===== src/rtl/shift_arbiter.sv =====
`default_nettype none
// ============================================================================
// shift_arbiter : two-port round-robin access to one 32-bit barrel shifter,
//                 request stage (S1) + registered result stage (S2). Rev 1.0
// ============================================================================
module shift_arbiter (
  input  logic        clk,
  input  logic        rst,

  input  logic        req0_valid,
  output logic        req0_ready,
  input  logic [4:0]  req0_sh,
  input  logic        req0_dir,
  input  logic [31:0] req0_a,

  input  logic        req1_valid,
  output logic        req1_ready,
  input  logic [4:0]  req1_sh,
  input  logic        req1_dir,
  input  logic [31:0] req1_a,

  output logic        resp_valid,
  input  logic        resp_ready,
  output logic        resp_id,
  output logic [31:0] resp_data,
  output logic        resp_lco,
  output logic        resp_rco
);

  localparam logic [0:0] PORT0 = 1'b0;
  localparam logic [0:0] PORT1 = 1'b1;

  // Request stage
  logic        s1_valid;
  logic        s1_id;
  logic [4:0]  s1_sh;
  logic        s1_dir;
  logic [31:0] s1_a;

  // Round-robin pointer: port that wins the next tie
  logic        prio;

  logic        s2_free;
  logic        s1_move;
  logic        accept;
  logic        grant;
  logic        handshake;

  logic [4:0]  new_sh;
  logic        new_dir;
  logic [31:0] new_a;

  logic [32:0] left_ext;
  logic [32:0] right_ext;
  logic [31:0] shift_data;
  logic        shift_lco;
  logic        shift_rco;

  always_comb begin
    s2_free = !resp_valid || resp_ready;
    s1_move = s1_valid && s2_free;
    accept  = !s1_valid || s1_move;

    if (req0_valid && req1_valid) begin
      grant = prio;
    end else if (req1_valid) begin
      grant = PORT1;
    end else begin
      grant = PORT0;
    end

    req0_ready = accept && (grant == PORT0) && req0_valid;
    req1_ready = accept && (grant == PORT1) && req1_valid;
    handshake  = req0_ready || req1_ready;

    if (grant == PORT1) begin
      new_sh  = req1_sh;
      new_dir = req1_dir;
      new_a   = req1_a;
    end else begin
      new_sh  = req0_sh;
      new_dir = req0_dir;
      new_a   = req0_a;
    end
  end

  // Carries come from the bit shifted just past either end of the word,
  // reported for both directions.
  always_comb begin
    left_ext   = {1'b0, s1_a} << s1_sh;
    right_ext  = {s1_a, 1'b0} >> s1_sh;
    shift_data = s1_dir ? (s1_a >> s1_sh) : (s1_a << s1_sh);
    shift_lco  = left_ext[32];
    shift_rco  = right_ext[0];
  end

  always_ff @(posedge clk) begin
    if (rst) begin
      s1_valid <= 1'b0;
      s1_id    <= 1'b0;
      s1_sh    <= 5'd0;
      s1_dir   <= 1'b0;
      s1_a     <= 32'd0;
      prio     <= PORT0;
    end else begin
      if (accept) begin
        s1_valid <= handshake;
        if (handshake) begin
          s1_id  <= grant;
          s1_sh  <= new_sh;
          s1_dir <= new_dir;
          s1_a   <= new_a;
        end
      end
      if (handshake) begin
        prio <= !grant;
      end
    end
  end

  always_ff @(posedge clk) begin
    if (rst) begin
      resp_valid <= 1'b0;
      resp_id    <= 1'b0;
      resp_data  <= 32'd0;
      resp_lco   <= 1'b0;
      resp_rco   <= 1'b0;
    end else if (s1_move) begin
      resp_valid <= 1'b1;
      resp_id    <= s1_id;
      resp_data  <= shift_data;
      resp_lco   <= shift_lco;
      resp_rco   <= shift_rco;
    end else if (resp_ready) begin
      resp_valid <= 1'b0;
    end
  end

endmodule
`default_nettype wire


===== config.mk =====
export PLATFORM = sky130hd
export DESIGN_NAME = shift_arbiter
export DESIGN_NICKNAME = d
export VERILOG_FILES = /design/src/rtl/shift_arbiter.sv
export SDC_FILE = /design/constraint.sdc
export NUM_CORES = 1
export LEC_CHECK = 0
export CAP_MARGIN = 10
export CELL_PAD_IN_SITES_DETAIL_PLACEMENT = 1
export CELL_PAD_IN_SITES_GLOBAL_PLACEMENT = 1
export CORE_MARGIN = 2
export CORE_UTILIZATION = 43
export CTS_BUF_LIST = sky130_fd_sc_hd__clkbuf_2
export CTS_CLUSTER_DIAMETER = 50
export DETAILED_ROUTE_END_ITERATION = 12
export GPL_TIMING_DRIVEN = 0
export PLACE_DENSITY_LB_ADDON = 0.1
export RECOVER_POWER = 25
export SYNTH_ARGS = -nofsm -noshare
export SYNTH_HDL_FRONTEND = slang
export SYNTH_SLANG_ARGS = --single-unit

===== constraint.sdc =====
create_clock -name clk -period 2.3 [get_ports clk]
set_input_delay 0.46 -clock clk [delete_from_list [all_inputs] [get_ports clk]]
set_output_delay 0.46 -clock clk [all_outputs]
set_load 0.01 [all_outputs]

==> metrics.md <==
| Metric | Value |
|---|---|
| Die W | `135 µm` |
| WS Path Type | `flip-flop to flip-flop` |
| Worst min path class | `input port to flip-flop` |
| First-pass GRT wire length | `60200 µm` |
| Commonest non-fill, non-tap cell in the layout | `clkdlybuf4s50_1` |
| Post-synth top flop | `dfxtp_1` |
| RSZ-0062 raised after global routing | `true` |
| Max transition margin | `0.326` |
| Post-Syn Area | `7410 µm²` |
| Num rows | `48` |
| Met2 wire length | `19700 µm` |
| Detail Route Antenna Nets | `0` |
| Worst Tran Pin Value | `1.01 ns` |
| Wirelength per Cell | `37.8 µm` |
| Vias/cell | `7.70` |
| Initial DRC count | `1705` |
| CTS root buffer | `clkbuf_2` |
| EDFF count, synth | `0` |
| Asr flop ratio synth | `0` |
| Synth Register Bits | `77` |
| Count of cell types in the netlist | `67` |
| CTS buffer count | `9` |
| Status | `finished, violations left` |
| Worst R2R Setup Slack | `-0.16 ns` |
| # IOs | `119` |
| GPL Wtd Cong | `1.14` |
| DR vias | `9306` |
| Failing checks | `setup timing` |
| Initial Util | `0.435` |
| Port-buffer cells | `117` |
| Synth warnings | `0` |
| Vias in the first global route | `8827` |
| Mapped Nets | `896` |
| Met3 WL post-DR | `6490 µm` |
| Area Growth Syn to Fin | `35.3%` |
| Worst-Skew Late Latency | `0.81 ns` |
| Largest net degree at the start of global routing | `15` |
| Pwr/cell area | `564 nW/µm²` |
| Overflow after GRT | `0` |
| Final clock skew | `0.153 ns` |
| Cts hold-fix bufs | `0` |
| Worst path arrival time | `3.09 ns` |
| Crit. End Element | `flip-flop` |
| Leak | `3.60 nW` |
| Final hold vios | `0` |
| Reg area | `1560 µm²` |
| Cells after synthesis | `815` |
| Most frequent cells in the layout | `106 x clkdlybuf4s50_1, 92 x nor2_1, 67 x mux4_2, 67 x dfxtp_1, 52 x nand2_1` |
| Uppermost layer routed | `met5` |
| Fin nets | `1058` |
| Detailed Route WL | `45700 µm` |
| CTS tree | `yes` |
| Clk pin slew, worst setup/hold paths | `0.43 ns` |
| H-tree Lvls | `3` |
| Post-Layout Cell Count | `1209` |
| Multi-input gate area | `5650 µm²` |
| MaxCap Viol Count | `0` |
| Metal-1 WL | `15600 µm` |
| FMAX | `406 MHz` |
| Crit Path Max Fanout | `10` |
| Max clock buf depth | `2` |
| Crit path time final | `2.46 ns` |
| Crit path launch type | `flip-flop` |
| Pre-CTS setup slack | `-1.15 ns` |
| DIE HEIGHT | `135 µm` |
| Endpoints failing setup | `28` |
| DRT Pass-1 Iters | `8` |
| Share of post-route cells with drive strength above 1 | `0.311` |
| Gr usage total | `0.458` |
| DRC Markers | `0` |
| Core Box Area | `17100 µm²` |
| Syn Area/Cell | `9.10 µm²` |
| Critical Path RT | `2.93 ns` |
| Clock sink count | `77` |
| Fill cells | `1937` |
| Seq/Total Area, Yosys | `0.208` |
| Placed cells | `1157` |
| Die ar. | `18300 µm²` |
| Hold_ws | `0.214 ns` |
| DP HPWL | `31000 µm` |
| Slew Limit Fails | `0` |
| Crit share post-route | `1.07` |
| Antenna violations before repair | `3` |
| Worst vdd rail ir drop | `0.371 mV` |
| Final setup margin | `-0.162 ns` |
[where the power goes]
group          leakage, nW  internal, mW  switching, mW
registers            0.640          1.46          0.137
clock network       0.0842         0.378          0.716
logic                 2.87          1.22           1.75
total                 3.60          3.06           2.61
[state kept, by name, indices dropped and copies added, names as in the netlist]
signal,cells
resp_id,1
resp_lco,1
s1_dir,1
s1_valid,1
s1_sh,5
s1_a,32
resp_valid,1
prio,1
resp_data,32
resp_rco,1
s1_id,1
[synthesized netlist by cell type, types with 20 or more instances]
| cell type | instances | area [µm²] |
|---|---|---|
| a211oi_1 | 22 | 165 |
| a21oi_1 | 27 | 135 |
| a222oi_1 | 27 | 270 |
| a31oi_1 | 23 | 144 |
| buf_2 | 20 | 100 |
| clkbuf_1 | 68 | 255 |
| dfxtp_1 | 77 | 1540 |
| mux2_2 | 24 | 270 |
| mux2i_1 | 63 | 631 |
| mux4_2 | 62 | 1400 |
| nand2_1 | 53 | 199 |
| nor2_1 | 96 | 360 |
| o21ai_0 | 39 | 195 |
[timing repair]
item | 4_1_cts | 5_1_grt
pin swaps | 3 | 15
cloned | 0 | 6
endpoints found under the setup margin | 37 | 38
setup buffers | 12 | 22
resized for setup | 110 | 111
[worst paths after layout]
check	cells after the start	from	to
max	6	s1_a[18]	resp_data[31]
min	3	req1_a[31]	s1_a[31]
max reg2reg	6	s1_a[18]	resp_data[31]
min reg2reg	2	resp_id	resp_id
[area by class of cell]
class                           count  area share
Multi-Input combinational cell    616       0.563
Buffer                            110      0.0782
Inverter                            7     0.00349
Clock buffer                       10     0.00499
Sequential cell                    77       0.155
Antenna cell                        2    0.000499
Tap cell                          225      0.0281
Timing Repair Buffer              156       0.157
Clock inverter                      6     0.00960
[metal layers]
| layer | track usage | vias up |
|---|---|---|
| met4 | 0.291 | 2 |
| li1 | - | 3532 |
| met5 | 0 | - |
| met1 | 0.548 | 4556 |
| met3 | 0.175 | 302 |
| met2 | 0.690 | 914 |
[cells by family (layout without fill, tap and decap cells)]
| logic type | Yosys count | after routing | synth area share |
|---|---|---|---|
| other | 0 | 2 | 0 |
| multiplexers | 158 | 158 | 0.340 |
| AO/OA/AOI/OAI | 236 | 236 | 0.234 |
| flip-flops | 77 | 77 | 0.208 |
| buffers and inverters | 122 | 289 | 0.0845 |
| AND/OR/NAND/NOR | 222 | 222 | 0.133 |
[worst max-delay path, cell delays in order (launching register included)]
cell and delay (ns):
dfxtp_1 0.52, clkbuf_2 0.30, mux4_1 0.63, mux2i_2 0.33
a21oi_1 0.11, o21ai_1 0.22, a31oi_1 0.16
[per-stage QoR]
stage	utilization	power, mW	instance area [µm²]	TNS, ns
floorplan	-	2.95	7410	0
CTS	0.553	5.11	9420	-0.118
detailed placement	0.520	3.96	8870	-25.53
finish	0.588	5.66	10000	-1.81
global placement	0.520	3.92	8870	-19.71
global route	0.588	5.68	10000	-1.14
(Power assumes the default switching activity.)
